**config.mk**
```make
export PLATFORM = sky130hd
export DESIGN_NAME = trap_sequencer_flat
export DESIGN_NICKNAME = d
export VERILOG_FILES = /design/src/rtl/trap_sequencer_if.sv /design/src/rtl/trap_sequencer.sv /design/src/flat_wrapper.sv
export SDC_FILE = /design/constraint.sdc
export NUM_CORES = 1
export LEC_CHECK = 0
export ABC_AREA = 1
export ABC_CLOCK_PERIOD_IN_PS = 2800
export CORE_AREA = 2 2 107 109
export CTS_CLUSTER_DIAMETER = 40
export DETAILED_ROUTE_END_ITERATION = 7
export DIE_AREA = 0 0 109 111
export GPL_TIMING_DRIVEN = 0
export PLACE_DENSITY_LB_ADDON = 0.08
export SLEW_MARGIN = 20
export SYNTH_ARGS = -nofsm -noshare
export SYNTH_HDL_FRONTEND = slang
export SYNTH_SLANG_ARGS = --single-unit
export TNS_END_PERCENT = 20
```
**constraint.sdc**
```tcl
create_clock -name clk -period 2.8 [get_ports clk]
set_input_delay 0.7 -clock clk [delete_from_list [all_inputs] [get_ports clk]]
set_output_delay 0.7 -clock clk [all_outputs]
set_load 0.05 [all_outputs]
```
**src/rtl/trap_sequencer_if.sv**
```systemverilog
// Signal bundle between the MEM stage / CSR file and the trap sequencer.
// The master side is the core; the slave side is the sequencer.
interface trap_sequencer_if #(
   parameter int unsigned XLEN = 32
);
   logic            interrupter;
   logic            mstatus_mie;
   logic            mie_meie;
   logic [XLEN-1:0] mtvec;
   logic [XLEN-1:0] mepc_in;
   logic            mem_valid;
   logic [XLEN-1:0] mem_pc;
   logic            stall_in;
   logic            exc_valid;
   logic [3:0]      exc_code;
   logic [XLEN-1:0] exc_tval;
   logic            mret_valid;

   logic            flush;
   logic            redirect_valid;
   logic [XLEN-1:0] redirect_pc;
   logic            csr_trap_we;
   logic [XLEN-1:0] mepc_out;
   logic [XLEN-1:0] mcause_out;
   logic [XLEN-1:0] mtval_out;
   logic            mie_restore;
   logic            irq_pending;

   modport master (
      output interrupter, mstatus_mie, mie_meie, mtvec, mepc_in, mem_valid, mem_pc,
             stall_in, exc_valid, exc_code, exc_tval, mret_valid,
      input  flush, redirect_valid, redirect_pc, csr_trap_we, mepc_out, mcause_out,
             mtval_out, mie_restore, irq_pending
   );

   modport slave (
      input  interrupter, mstatus_mie, mie_meie, mtvec, mepc_in, mem_valid, mem_pc,
             stall_in, exc_valid, exc_code, exc_tval, mret_valid,
      output flush, redirect_valid, redirect_pc, csr_trap_we, mepc_out, mcause_out,
             mtval_out, mie_restore, irq_pending
   );
endinterface

```
**src/rtl/trap_sequencer.sv**
```systemverilog
// Trap/interrupt sequencer: arbitrates MEM-stage exceptions, mret and a latched
// external interrupt, and drives flush/redirect plus CSR trap strobes (Mealy outputs).
module trap_sequencer #(
   parameter int unsigned XLEN         = 32,
   parameter int unsigned EXT_IRQ_CODE = 11
) (
   input logic             clk,
   input logic             rst,
   trap_sequencer_if.slave bus
);
   typedef enum logic {IDLE = 1'b0, DRAIN = 1'b1} state_e;

   localparam logic [XLEN-1:0] IRQ_CAUSE  = {1'b1, (XLEN-1)'(EXT_IRQ_CODE)};
   localparam logic [XLEN-1:0] VEC_OFFSET = XLEN'(4 * EXT_IRQ_CODE);

   state_e          state_q, state_d;
   logic            pend_q, pend_d;
   logic            irq_prev_q, irq_prev_d;

   logic            accept;
   logic            irq_edge;
   logic            take_exc;
   logic            take_mret;
   logic            take_irq;
   logic [XLEN-1:0] trap_base;
   logic [XLEN-1:0] irq_target;

   // Event arbitration and next-state computation
   always_comb begin
      accept     = bus.mem_valid & ~bus.stall_in;
      irq_edge   = bus.interrupter & ~irq_prev_q;
      take_exc   = accept & bus.exc_valid;
      take_mret  = accept & ~bus.exc_valid & bus.mret_valid;
      take_irq   = accept & ~bus.exc_valid & ~bus.mret_valid & (state_q == IDLE) &
                   pend_q & bus.mstatus_mie & bus.mie_meie;
      trap_base  = {bus.mtvec[XLEN-1:2], 2'b00};
      irq_target = (bus.mtvec[1:0] == 2'b01) ? trap_base + VEC_OFFSET : trap_base;

      irq_prev_d = bus.interrupter;
      pend_d     = irq_edge | (pend_q & ~take_irq);
      state_d    = state_q;
      if (take_exc | take_mret | take_irq) begin
         state_d = DRAIN;
      end else if (accept) begin
         // first handler/target instruction reached MEM: forward progress guaranteed
         state_d = IDLE;
      end
   end

   // Outputs are valid only in the accepting cycle and are silenced by reset
   always_comb begin
      bus.flush          = 1'b0;
      bus.redirect_valid = 1'b0;
      bus.redirect_pc    = '0;
      bus.csr_trap_we    = 1'b0;
      bus.mepc_out       = '0;
      bus.mcause_out     = '0;
      bus.mtval_out      = '0;
      bus.mie_restore    = 1'b0;
      bus.irq_pending    = 1'b0;
      if (!rst) begin
         bus.irq_pending = pend_q;
         if (take_exc) begin
            bus.flush          = 1'b1;
            bus.redirect_valid = 1'b1;
            bus.redirect_pc    = trap_base;
            bus.csr_trap_we    = 1'b1;
            bus.mepc_out       = bus.mem_pc;
            bus.mcause_out     = XLEN'(bus.exc_code);
            bus.mtval_out      = bus.exc_tval;
         end else if (take_mret) begin
            bus.flush          = 1'b1;
            bus.redirect_valid = 1'b1;
            bus.redirect_pc    = bus.mepc_in;
            bus.mie_restore    = 1'b1;
         end else if (take_irq) begin
            bus.flush          = 1'b1;
            bus.redirect_valid = 1'b1;
            bus.redirect_pc    = irq_target;
            bus.csr_trap_we    = 1'b1;
            bus.mepc_out       = bus.mem_pc;
            bus.mcause_out     = IRQ_CAUSE;
         end
      end
   end

   always_ff @(posedge clk) begin
      if (rst) begin
         state_q    <= IDLE;
         pend_q     <= 1'b0;
         irq_prev_q <= 1'b0;
      end else begin
         state_q    <= state_d;
         pend_q     <= pend_d;
         irq_prev_q <= irq_prev_d;
      end
   end
endmodule
```
**src/flat_wrapper.sv**
```systemverilog
// flat-port wrapper written by rule: the top's interface ports become plain ports
module trap_sequencer_flat 
#(
   parameter int unsigned XLEN         = 32,
   parameter int unsigned EXT_IRQ_CODE = 11
)
  (clk, rst, bus_interrupter, bus_mstatus_mie, bus_mie_meie, bus_mtvec, bus_mepc_in, bus_mem_valid, bus_mem_pc, bus_stall_in, bus_exc_valid, bus_exc_code, bus_exc_tval, bus_mret_valid, bus_flush, bus_redirect_valid, bus_redirect_pc, bus_csr_trap_we, bus_mepc_out, bus_mcause_out, bus_mtval_out, bus_mie_restore, bus_irq_pending);
  trap_sequencer_if #(.XLEN(XLEN)) bus_i ();
  input logic clk;
  input logic rst;
  input wire logic [$bits(bus_i.interrupter)-1:0] bus_interrupter;
  input wire logic [$bits(bus_i.mstatus_mie)-1:0] bus_mstatus_mie;
  input wire logic [$bits(bus_i.mie_meie)-1:0] bus_mie_meie;
  input wire logic [$bits(bus_i.mtvec)-1:0] bus_mtvec;
  input wire logic [$bits(bus_i.mepc_in)-1:0] bus_mepc_in;
  input wire logic [$bits(bus_i.mem_valid)-1:0] bus_mem_valid;
  input wire logic [$bits(bus_i.mem_pc)-1:0] bus_mem_pc;
  input wire logic [$bits(bus_i.stall_in)-1:0] bus_stall_in;
  input wire logic [$bits(bus_i.exc_valid)-1:0] bus_exc_valid;
  input wire logic [$bits(bus_i.exc_code)-1:0] bus_exc_code;
  input wire logic [$bits(bus_i.exc_tval)-1:0] bus_exc_tval;
  input wire logic [$bits(bus_i.mret_valid)-1:0] bus_mret_valid;
  output wire logic [$bits(bus_i.flush)-1:0] bus_flush;
  output wire logic [$bits(bus_i.redirect_valid)-1:0] bus_redirect_valid;
  output wire logic [$bits(bus_i.redirect_pc)-1:0] bus_redirect_pc;
  output wire logic [$bits(bus_i.csr_trap_we)-1:0] bus_csr_trap_we;
  output wire logic [$bits(bus_i.mepc_out)-1:0] bus_mepc_out;
  output wire logic [$bits(bus_i.mcause_out)-1:0] bus_mcause_out;
  output wire logic [$bits(bus_i.mtval_out)-1:0] bus_mtval_out;
  output wire logic [$bits(bus_i.mie_restore)-1:0] bus_mie_restore;
  output wire logic [$bits(bus_i.irq_pending)-1:0] bus_irq_pending;
  assign bus_i.interrupter = bus_interrupter;
  assign bus_i.mstatus_mie = bus_mstatus_mie;
  assign bus_i.mie_meie = bus_mie_meie;
  assign bus_i.mtvec = bus_mtvec;
  assign bus_i.mepc_in = bus_mepc_in;
  assign bus_i.mem_valid = bus_mem_valid;
  assign bus_i.mem_pc = bus_mem_pc;
  assign bus_i.stall_in = bus_stall_in;
  assign bus_i.exc_valid = bus_exc_valid;
  assign bus_i.exc_code = bus_exc_code;
  assign bus_i.exc_tval = bus_exc_tval;
  assign bus_i.mret_valid = bus_mret_valid;
  assign bus_flush = bus_i.flush;
  assign bus_redirect_valid = bus_i.redirect_valid;
  assign bus_redirect_pc = bus_i.redirect_pc;
  assign bus_csr_trap_we = bus_i.csr_trap_we;
  assign bus_mepc_out = bus_i.mepc_out;
  assign bus_mcause_out = bus_i.mcause_out;
  assign bus_mtval_out = bus_i.mtval_out;
  assign bus_mie_restore = bus_i.mie_restore;
  assign bus_irq_pending = bus_i.irq_pending;
  trap_sequencer #(.XLEN(XLEN), .EXT_IRQ_CODE(EXT_IRQ_CODE)) u_core (.clk(clk), .rst(rst), .bus(bus_i));
endmodule
```
==> Word level (Yosys, flattened, before mapping) <==
Cells that the tools add are included.
{ "op_classes": {"n_addsub": 1, "n_eq_ne": 1, "n_mux": 28, "bitwise": 20, "n_reduce_logical": 1} }
{ "op_table": {"columns": ["operator", "n"], "rows": [
  ["$mux 32", 15],
  ["$add 32x6->32 const B", 1],
  ["$mux 1", 13],
  ["$and 1x1->1", 11],
  ["$not 1->1", 6],
  ["$or 1x1->1", 3],
  ["$eq 2x1->1 const B", 1],
  ["$reduce_bool 2->1", 1]
]} }
{ "word_totals": {"regBits": 3} }

==> Longest topological paths before layout <==
Gate-level depths: netlist of the first run.
{ "depth": {"ltp_word": 12, "mapped_depth": 14, "mapped_depth_nobuf": 14} }

==> Worst setup path after synthesis of the first run <==
Ideal clock, no wire load.
{ "synth_timing": {"path_kind": "input -> output", "startpoint": "in bus_mtvec[2]", "endpoint": "out bus_redirect_pc[22]", "arrival_ns": 2.460, "slack_ns": -0.360, "path_stages": 11, "cell_sequence": "inv_1 -> ha_1 -> o21ai_2 -> nand2_2 -> nor2_4 -> nand2_4 -> nor2_4 -> nand3_1 -> nand2_1 -> nand3_1 -> a21oi_1"} }
{ "synth_via": {"elab_chain_len": 6} }
{ "synth_rtl": {"columns": ["element", "line", "text"], "rows": [
  ["start, declared", "flat_wrapper.sv:14", "input wire logic [$bits(bus_i.mtvec)-1:0] bus_mtvec;"],
  ["$add 32x6->32", "trap_sequencer.sv:37", "irq_target = (bus.mtvec[1:0] == 2'b01) ? trap_base + VEC_OFFSET : trap_base;"],
  ["$mux 32", "trap_sequencer.sv:37", null],
  ["$mux 32", "trap_sequencer.sv:76", "end else if (take_irq) begin"],
  ["$mux 32", "trap_sequencer.sv:71", "end else if (take_mret) begin"],
  ["$mux 32", "trap_sequencer.sv:63", "if (take_exc) begin"],
  ["$mux 32", "trap_sequencer.sv:61", "if (!rst) begin"],
  ["end, declared", "flat_wrapper.sv:25", "output wire logic [$bits(bus_i.redirect_pc)-1:0] bus_redirect_pc;"]
]} }
No other way between the ends.

==> Worst setup path in the final report of the first run <==
{ "layout_timing": {"startpoint": "in bus_mtvec[2]", "endpoint": "out bus_redirect_pc[20]"} }
Same word-level chain as after synthesis.

==> run_results.csv, run 1 <==
group,metric,value,unit
sta,worst_pin_slew,0.610,ns
critical_path,cp.required,2.10,ns
outcome,violations,"setup timing",
routing,drc,0,
floorplanning,die-area,0.0121,sq mm
yosys,seq_area_frac_synth,2.25,%
floorplanning,initial_core_util,24.1,%
routing,vias,4423,
clocking,clk_latency,0.22,ns
global_route,grt_start_max_net_pins,11,
yosys,synth_compound_area_share,17.3,%
routing,avgRoutedWirePerCell,14.3,um
run,drv_cap,0,
yosys,syn-cell-area,0.00267,sq mm
yosys,ys_async_sr_fraction,0,%
floorplanning,dieWidth,109,um
yosys,synth_ff_type,"dfxtp_1",
placed_design,gp_congestion,0.867,
cells_and_area,layout.nets,1024,
routing,postRouteAntennaNets,0,
placed_design,place_inst,987,
clocking,clock_sinks,3,
sta,slew_headroom,59.4,%
cells_and_area,syn2layout_area_growth,124,%
sta,min_period,2.84,ns
sta,hold_violations,0,
clocking,cts_tree,"yes",
power_and_ir_drop,ir_drop,0.000215,V
critical_path,critPathKind,"input pin to output port",
critical_path,crit_path_end_kind,"output port",
cells_and_area,utilization,54.0,%
cells_and_area,n_antenna_cell,0,
cells_and_area,layout_common_cells,"117 x nand2_1, 107 x inv_1, 103 x clkdlybuf4s50_1, 91 x buf_4, 90 x nor2_1",
critical_path,cp_data_arrival_time,2.14,ns
global_route,grt_antenna_before_repair,0,
floorplanning,core_area,0.0111,sq mm
yosys,ys_seq_elements,3,
clocking,clockBufferDepth,2,
floorplanning,num_rows,39,
global_route,grt_pass1_vias,4074,
power_and_ir_drop,fin_total_pwr,1.05,mW
routing,drt-vias-per-instance,4.32,
global_route,overflow,0,
outcome,status,"complete, but fails checks",
yosys,synth_area_per_cell,4.66,sq um
placed_design,pre_cts_ws,-1.33,ns
cells_and_area,layout-drive-gt1-share,39.0,%
yosys,synthDistinctLibCells,40,
critical_path,crit_chain,"buf_8, inv_4, ha_4, o21ai_4, nand2_2, nor2_4, nand2_4, nor2_4, nand2_2, o21bai_2, nand2_1, a21oi_2, buf_6",
sta,max_freq,0.352,GHz
clocking,ctsHoldBuffers,0,
placed_design,hpwl,11700,um
power_and_ir_drop,power.density,175,mW/mm^2
floorplanning,num_io_pins,274,
critical_path,critical_path.max_fanout,7,
yosys,synth_mux_area_share,0,%
critical_path,critPathSlowestCell,"nor2_4",
cells_and_area,stdcell_count,1024,
yosys,synth_xor_area_share,0.655,%
clocking,clk_pin_slew,0.03,ns
yosys,synth_cells,574,
critical_path,worstSetupStartpointType,"input pin",
yosys,synth_fa_ha_area_share,0.468,%
clocking,cts_buffers,3,
global_route,grt_pass1_wl,21500,um
critical_path,slowest_delay,0.17,ns
power_and_ir_drop,leakagePower,3.21,nW
floorplanning,die_y,111,um
sta,setup_viol,2,
sta,hold_ws,0.419,ns
yosys,yosysWarnings,0,
routing,drt_iter0_markers,203,
sta,finalCritPeriodShare,101,%
global_route,grtUsageTotal,22.6,%
yosys,synth-edff-count,0,
sta,drv_slew,0,
sta,rsz0062_at_grt,"true",
sta,setup_slack,-0.0384,ns
yosys,synthSimpleGateAreaFrac,49.8,%
min_path,hold_path.class,"flop to flop",
clocking,h-tree-depth,1,
placed_design,io_buffers,244,
routing,dr.pass1.iters,4,
routing,wl,14600,um
clocking,clockRootBuffer,"clkbuf_16",
cells_and_area,final_common_cell,"nand2_1",
sta,finalClockSkew,0.000588,ns
yosys,synth_top_family_by_area,"simple AND/OR/NAND/NOR gates",
[timing repair]
| item | 4_1_cts | 5_1_grt |
|---|---|---|
| pin swaps | 36 | 34 |
| gates cloned | 2 | 0 |
| buffers inserted | 24 | 7 |
| resized for setup | 781 | 140 |
| endpoints found under the setup margin | 105 | 93 |
[worst paths after layout]
| kind | from | endpoint | slack, ns | cells past startpoint |
|---|---|---|---|---|
| setup / recovery | bus_mtvec[2] | bus_redirect_pc[20] | -0.04 | 13 |
| hold / removal | u_core.irq_prev_q$_SDFF_PP0_ | u_core.pend_q$_SDFF_PP0_ | 0.42 | 1 |
| setup reg to reg | u_core.pend_q$_SDFF_PP0_ | u_core.state_q$_SDFFE_PP0P_ | 1.51 | 8 |
| hold reg to reg | u_core.irq_prev_q$_SDFF_PP0_ | u_core.pend_q$_SDFF_PP0_ | 0.42 | 1 |
[sequential cells by signal, indices dropped and copies added (netlist names)]
| name | count |
|---|---|
| u_core.irq_prev_q | 1 |
| u_core.pend_q | 1 |
| u_core.state_q | 1 |
[layer usage]
layer	wire, um	vias to the layer above	part of all wire (%)	global-route usage [%]
met5	0	-	0	0
met4	176	0	1.2	2.91
met3	1060	13	7.2	3.17
met2	7720	159	53	44.0
met1	5670	1955	39	26.1
li1	-	2296	-	-
[cells in the mapped netlist, types with 2 or more instances]
library cell / n / share of area, %
o21bai_2: 2 / 0.84
inv_2: 2 / 0.28
nor3_1: 5 / 0.94
nor2_4: 4 / 1.7
o22ai_1: 2 / 0.47
inv_1: 123 / 17
buf_2: 11 / 2.1
clkbuf_1: 9 / 1.3
nor2_2: 2 / 0.47
a21oi_2: 2 / 0.66
xor2_1: 2 / 0.66
nand3_1: 29 / 5.4
nand2_2: 4 / 0.94
a31oi_1: 9 / 2.1
o31ai_1: 2 / 0.56
buf_4: 30 / 8.4
o21ai_1: 5 / 0.94
nand4_1: 7 / 1.6
dfxtp_1: 3 / 2.2
nor2_1: 112 / 16
o21ai_0: 25 / 4.7
nand2_1: 144 / 20
a21oi_1: 23 / 4.3
[worst max-delay path, delay by kind of cell]
| kind | cells | cell delay, ns |
|---|---|---|
| compound gates | 3 | 0.40 |
| fa+ha+maj | 1 | 0.15 |
| buf+inv | 3 | 0.28 |
| simple gates | 6 | 0.61 |
[power by group]
| part | internal, mW | leakage [nW] | switching [mW] |
|---|---|---|---|
| combinational | 0.323 | 3.14 | 0.450 |
| clock | 0.188 | 0.0382 | 0.0405 |
| sequential | 0.0464 | 0.0250 | 0.00231 |
| total | 0.558 | 3.21 | 0.492 |
[metrics by stage]
step                      TNS [ns]  area (sq um)
after floorplan              -4.21          2810
after global placement     -100.63          5440
after detailed placement   -103.47          5440
after CTS                   -0.502          5770
after global routing        -0.702          5990
final                      -0.0662          5990
[cells by family after synthesis]
| family | Yosys count |
|---|---|
| and+or+nand+nor | 313 |
| buffers and inverters | 176 |
| AOI/OAI and AO/OA | 78 |
| DFF | 3 |
| xor gates and xnor gates | 2 |
| adders and majority gates | 1 |
| other | 1 |
[cell type report]
| cell class | count | area (sq um) |
|---|---|---|
| clock buffers | 4 | 78.8 |
| repair buffers | 277 | 2380 |
| fillers | 1188 | 5090 |
| flip-flops and latches | 3 | 60.1 |
| plain buffers | 51 | 413 |
| multi-input cells | 421 | 2400 |
| inverters | 125 | 482 |
| well taps | 143 | 179 |
Power figures use the tool's default switching activity.
==> run 2: changes to the inputs <==
--- a/config.mk
+++ b/config.mk
@@ -5,12 +5,12 @@
 export SDC_FILE = /design/constraint.sdc
 export NUM_CORES = 1
 export LEC_CHECK = 0
-export ABC_AREA = 1
+export ABC_AREA = 0
 export ABC_CLOCK_PERIOD_IN_PS = 2800
-export CORE_AREA = 2 2 107 109
+export CORE_AREA = 2 2 105 107
 export CTS_CLUSTER_DIAMETER = 40
 export DETAILED_ROUTE_END_ITERATION = 7
-export DIE_AREA = 0 0 109 111
+export DIE_AREA = 0 0 107 109
 export GPL_TIMING_DRIVEN = 0
 export PLACE_DENSITY_LB_ADDON = 0.08
 export SLEW_MARGIN = 20
==> run_results.csv, run 2 <==
group,metric,value,unit
cells_and_area,syn2layout_area_growth,170,%
critical_path,crit_chain,"buf_8, inv_4, ha_4, nand2b_4, a2111oi_4, buf_4, buf_6, nand3_4, a221oi_4, nor3_4, buf_6",
clocking,cts_buffers,3,
routing,dr.pass1.iters,5,
sta,finalClockSkew,0.000441,ns
cells_and_area,layout.nets,822,
critical_path,r2r_slack,1.48,ns
placed_design,pre_cts_ws,-1.83,ns
yosys,yosysMostFrequentCell,"and3_1",
critical_path,critPathBufInv,5,
cells_and_area,layout-drive-gt1-share,49.8,%
global_route,grt_antenna_before_repair,0,
min_path,worstHoldStart,"u_core.irq_prev_q$_SDFF_PP0_",
yosys,synth_area_per_cell,6.55,sq um
clocking,clockRootBuffer,"clkbuf_8",
sta,max_freq,0.328,GHz
yosys,yosysWarnings,0,
min_path,hold_end,"u_core.pend_q$_SDFF_PP0_",
sta,setup_viol,25,
cells_and_area,layout_common_cells,"106 x clkdlybuf4s50_1, 90 x buf_4, 64 x buf_2, 58 x buf_6, 37 x and3_1",
sta,hold_violations,0,
clocking,clk_pin_slew,0.03,ns
power_and_ir_drop,power.density,157,mW/mm^2
sta,tns,-2.91,ns
clocking,clock_sinks,3,
routing,postRouteAntennaNets,0,
cells_and_area,final_common_cell,"clkdlybuf4s50_1",
routing,wl,14200,um
critical_path,critPathSlowestCell,"a2111oi_4",
critical_path,r2r_cells,4,
min_path,min_path_cells,2,
placed_design,io_buffers,246,
critical_path,r2r_end,"u_core.pend_q$_SDFF_PP0_",
critical_path,cp_data_arrival_time,2.35,ns
sta,drv_slew,0,
yosys,ys_async_sr_fraction,0,%
critical_path,worstSetupStartpointType,"input pin",
clocking,clk_latency,0.21,ns
placed_design,dpl_cell_area,0.00518,sq mm
global_route,overflow,0,
cells_and_area,n_fill_cell,997,
global_route,grtUsageTotal,22.7,%
min_path,hold_path.class,"flop to flop",
floorplanning,die-area,0.0117,sq mm
floorplanning,dieWidth,107,um
critical_path,crit_family,"compound AO/OA/AOI/OAI gates",
yosys,synth_top_area_cell,"and3_1",
global_route,grt_pass1_wl,20900,um
cells_and_area,stdcell_count,819,
cells_and_area,top_regs,"u_core.irq_prev_q x1, u_core.pend_q x1, u_core.state_q x1",
floorplanning,num_io_pins,274,
sta,rsz0062_at_grt,"true",
run,drv_cap,0,
sta,setup_slack,-0.247,ns
yosys,synth_top_area_share,10.5,%
clocking,h-tree-depth,1,
yosys,ys_seq_elements,3,
placed_design,hpwl,10900,um
floorplanning,die_y,109,um
yosys,synth-edff-count,0,
routing,drc,0,
cells_and_area,utilization,56.4,%
yosys,synthDistinctLibCells,56,
outcome,violations,"setup timing",
sta,finalCritPeriodShare,109,%
clocking,clockBufferDepth,2,
yosys,syn-cell-area,0.00221,sq mm
routing,avgRoutedWirePerCell,17.3,um
critical_path,critical_path.max_fanout,4,
floorplanning,initial_core_util,20.9,%
routing,drt_iter0_markers,176,
placed_design,gp_congestion,0.856,
outcome,status,"complete, but fails checks",
routing,vias,4022,
yosys,synth_cells,338,
yosys,seq_area_frac_synth,2.71,%
placed_design,place_inst,750,
critical_path,cp.required,2.10,ns
critical_path,startpoint,"bus_mtvec[2]",
power_and_ir_drop,ir_drop,0.000118,V
global_route,grt_pass1_vias,4071,
critical_path,crit_path_end_kind,"output port",
critical_path,cpMostUsedCell,"buf_6",
clocking,cts_tree,"yes",
sta,slew_headroom,64.5,%
power_and_ir_drop,leakagePower,2.81,nW
critical_path,critPathKind,"input pin to output port",
cells_and_area,postLayoutCellArea,0.00598,sq mm
sta,min_period,3.05,ns
critical_path,worstReg2RegStart,"u_core.pend_q$_SDFF_PP0_",
floorplanning,core_area,0.0106,sq mm
cells_and_area,n_antenna_cell,0,
sta,worst_pin_slew,0.530,ns
yosys,synth_area_leaders,"and3_1 10%, and2_1 10%, buf_4 9.5%",
floorplanning,num_rows,38,
yosys,synthTopCellsByCount,"37 x and3_1, 36 x and2_1, 28 x buf_4, 24 x a21oi_1, 23 x clkbuf_1",
global_route,grt_start_max_net_pins,11,
yosys,synth_ff_type,"dfxtp_1",
critical_path,slowest_delay,0.33,ns
routing,drt-vias-per-instance,4.91,
run 2: worst max-delay path by stage:
stage / endpoint / slack, ns / depth (start not counted)
2_1_floorplan: bus_redirect_pc[21] / -0.24 / 5
3_3_place_gp: bus_redirect_pc[18] / -1.78 / 8
3_5_place_dp: bus_redirect_pc[18] / -1.83 / 8
4_1_cts: bus_redirect_pc[20] / -0.27 / 9
5_1_grt: bus_redirect_pc[14] / -0.33 / 11
6_report: bus_redirect_pc[14] / -0.25 / 11
run 2: metal layers:
| metal | up-vias | part of all wire [%] | track usage [%] |
|---|---|---|---|
| met5 | - | 0 | 0 |
| met4 | 0 | 2.6 | 8.07 |
| met3 | 29 | 8.7 | 4.84 |
| met2 | 225 | 54 | 43.4 |
| met1 | 1859 | 35 | 24.7 |
| li1 | 1909 | - | - |
run 2: metrics by stage:
stage | hold WS (ns) | total power, mW
finish | 0.482 | 0.940
global route | 0.515 | 0.989
CTS | 0.487 | 0.923
detailed placement | 0.465 | 0.730
global placement | 0.453 | 0.726
floorplan | 0.446 | 0.410
run 2: final cells by class:
type	count	area, sq um	share of cell area (%)
timing repair buffer	311	2780	46.4
multi-input combinational	300	2420	40.5
buffer	52	459	7.68
tap	140	175	2.93
sequential	3	60.1	1.00
clock buffer	4	45.0	0.753
inverter	9	43.8	0.732
run 2: tightest hold or removal path, delay by kind of cell (launching register included):
| family | cells | cell delay (ns) |
|---|---|---|
| flops | 1 | 0.29 |
| buf+inv | 1 | 0.05 |
| compound gates | 1 | 0.11 |
run 2: timing repair:
item,4_1_cts,5_1_grt
gates cloned,1,0
hold buffers,0,0
resized for setup,840,59
pin swaps,50,33
setup buffers,57,7
setup endpoints to repair,107,63
run 2: kinds of logic (layout without fill, tap and decap cells):
family                     after synthesis  in the layout  share of synthesized area (%)
adders and majority gates                1              1                          0.565
AOI/OAI and AO/OA                      101            101                           32.5
buffers and inverters                   61            376                           15.1
muxes                                    2              2                          0.905
DFF                                      3              3                           2.71
and+or+nand+nor                        159            159                           44.1
xor gates and xnor gates                10             10                           3.96
other                                    1             27                          0.169
run 2: power breakdown:
group / switching, mW / internal [mW] / leakage [nW]
combinational: 0.413 / 0.352 / 2.76
sequential: 0.00248 / 0.0463 / 0.0249
clock: 0.0291 / 0.0971 / 0.0228
total: 0.444 / 0.496 / 2.81
==> run 3: changes to the inputs <==
--- a/config.mk
+++ b/config.mk
@@ -7,11 +7,10 @@
 export LEC_CHECK = 0
 export ABC_AREA = 0
 export ABC_CLOCK_PERIOD_IN_PS = 2800
-export CORE_AREA = 2 2 105 107
+export CORE_MARGIN = 10
+export CORE_UTILIZATION = 27
 export CTS_CLUSTER_DIAMETER = 40
 export DETAILED_ROUTE_END_ITERATION = 7
-export DIE_AREA = 0 0 107 109
-export GPL_TIMING_DRIVEN = 0
 export PLACE_DENSITY_LB_ADDON = 0.08
 export SLEW_MARGIN = 20
 export SYNTH_ARGS = -nofsm -noshare
==> run_results.csv, run 3 (synthesis results as in run 2) <==
group,metric,value,unit
power_and_ir_drop,power.density,153,mW/mm^2
cells_and_area,utilization,94.1,%
critical_path,r2r_end,"u_core.state_q$_SDFFE_PP0P_",
floorplanning,die_y,111,um
critical_path,r2r_cells,5,
global_route,grt_start_max_net_pins,36,
sta,finalClockSkew,0.00607,ns
clocking,clockBufferDepth,2,
placed_design,pre_cts_ws,-0.766,ns
cells_and_area,layout-drive-gt1-share,53.1,%
routing,wl,24600,um
floorplanning,dieWidth,111,um
run,drv_cap,0,
critical_path,critPathKind,"input pin to output port",
routing,drt-vias-per-instance,6.24,
placed_design,dpl_cell_area,0.00669,sq mm
clocking,clock_sinks,3,
clocking,clk_pin_slew,0.03,ns
critical_path,cp_data_arrival_time,2.70,ns
clocking,h-tree-depth,1,
critical_path,worstSetupStartpointType,"input pin",
sta,finalCritPeriodShare,121,%
sta,rsz0062_at_grt,"true",
global_route,grt_pass1_wl,31600,um
sta,max_freq,0.294,GHz
min_path,min_path_cells,2,
power_and_ir_drop,combPwrFrac,83.8,%
sta,tns,-9.74,ns
cells_and_area,postLayoutCellArea,0.00739,sq mm
placed_design,io_buffers,246,
min_path,worstHoldStart,"u_core.irq_prev_q$_SDFF_PP0_",
critical_path,worstReg2RegStart,"u_core.pend_q$_SDFF_PP0_",
min_path,hold_end,"u_core.pend_q$_SDFF_PP0_",
cells_and_area,top_regs,"u_core.irq_prev_q x1, u_core.pend_q x1, u_core.state_q x1",
power_and_ir_drop,leakagePower,3.15,nW
floorplanning,initial_core_util,28.2,%
power_and_ir_drop,clockPowerShare,11.8,%
placed_design,gp_congestion,0.941,
sta,hold_ws,0.502,ns
sta,hold_violations,0,
outcome,violations,"setup timing",
power_and_ir_drop,p_sw,0.547,mW
power_and_ir_drop,internal_power,0.585,mW
critical_path,crit_path_end_kind,"output port",
floorplanning,die-area,0.0122,sq mm
cells_and_area,stdcell_count,794,
routing,dr.pass1.iters,7,
routing,avgRoutedWirePerCell,31.0,um
critical_path,critical_path.max_fanout,5,
sta,setup_viol,33,
sta,drv_slew,0,
routing,drc,0,
critical_path,r2r_slack,1.37,ns
global_route,grt_antenna_before_repair,1,
routing,postRouteAntennaNets,0,
cells_and_area,syn2layout_area_growth,234,%
sta,setup_slack,-0.598,ns
clocking,cts_tree,"yes",
critical_path,cp.required,2.10,ns
cells_and_area,n_fill_cell,230,
floorplanning,num_io_pins,274,
clocking,ctsHoldBuffers,0,
floorplanning,core_area,0.00785,sq mm
power_and_ir_drop,fin_total_pwr,1.13,mW
placed_design,place_inst,762,
routing,drt_iter0_markers,605,
outcome,status,"complete, but fails checks",
sta,worst_pin_slew,0.521,ns
global_route,grt_pass1_vias,5054,
power_and_ir_drop,power_frac_seq,4.4,%
clocking,clk_latency,0.22,ns
power_and_ir_drop,ir_drop,0.000122,V
global_route,overflow,0,
cells_and_area,layout.nets,834,
routing,vias,4957,
floorplanning,num_rows,32,
clocking,cts_buffers,3,
sta,slew_headroom,65.1,%
cells_and_area,final_common_cell,"buf_12",
sta,min_period,3.40,ns
min_path,hold_path.class,"flop to flop",
global_route,grtUsageTotal,31.8,%
placed_design,hpwl,15000,um
clocking,clockRootBuffer,"clkbuf_8",
power_and_ir_drop,sw_frac_of_total,48.3,%
cells_and_area,layout_common_cells,"108 x buf_12, 105 x clkdlybuf4s50_1, 94 x buf_4, 37 x and3_1, 37 x buf_6",
## run 3: cell count changes in the layout (fill, tap and decap cells not counted), moves of 4 or more
cell             delta
clkdlybuf4s18_2     -4
clkbuf_2            -9
clkbuf_8            -5
buf_8               -4
buf_2              -49
o21ai_1             -4
buf_12            +106
buf_6              -21
buf_4               +4
dlygate4sd2_1       +4
## run 3: worst max path at each step
stage	slack, ns	end	from
3_5_place_dp	-0.77	bus_redirect_pc[20]	bus_mtvec[2]
6_report	-0.60	bus_redirect_pc[17]	bus_mtvec[1]
3_3_place_gp	-0.66	bus_redirect_pc[20]	bus_mtvec[2]
2_1_floorplan	-0.24	bus_redirect_pc[21]	bus_mret_valid
4_1_cts	-0.35	bus_redirect_pc[20]	bus_mtvec[3]
5_1_grt	-0.64	bus_redirect_pc[17]	bus_mtvec[1]
## run 3: area by class of cell
type,instances,area [sq um],area share [%]
diodes,1,2.50,0.0339
well taps,102,128,1.73
inverters,9,43.8,0.593
repair buffers,375,4600,62.3
multi-input cells,300,2510,33.9
clock buffers,4,45.0,0.610
flip-flops and latches,3,60.1,0.813
## run 3: power groups by stage
stage	combinational [mW]	clock [mW]	sequential (mW)
2_1_floorplan	0.362	0	0.0484
3_3_place_gp	0.797	0	0.0487
3_5_place_dp	0.815	0	0.0492
4_1_cts	0.857	0.130	0.0487
5_1_grt	0.969	0.136	0.0500
6_report	0.948	0.133	0.0500
## run 3: what timing repair did
action                     4_1_cts  5_1_grt
gates cloned                     1        0
resized for setup              203       43
setup endpoints to repair      105       73
pin swaps                       53       41
buffers inserted                22        8
## run 3: routing by layer
layer  vias up  part of all wire, %  GRT usage [%]
li1       1933                    -              -
met1      2277                   31           31.0
met2       538                   50           58.5
met3       209                   11           8.91
met4         0                  8.7           17.8
met5         -                    0              0
## run 3: critical path: stages
cell and delay [ns]:
buf_6 0.09, nand3b_1 0.31, buf_6 0.24, a2111oi_4 0.28, buf_4 0.23, nor3b_2 0.25
o21ai_1 0.16, a21oi_2 0.25, buf_12 0.17
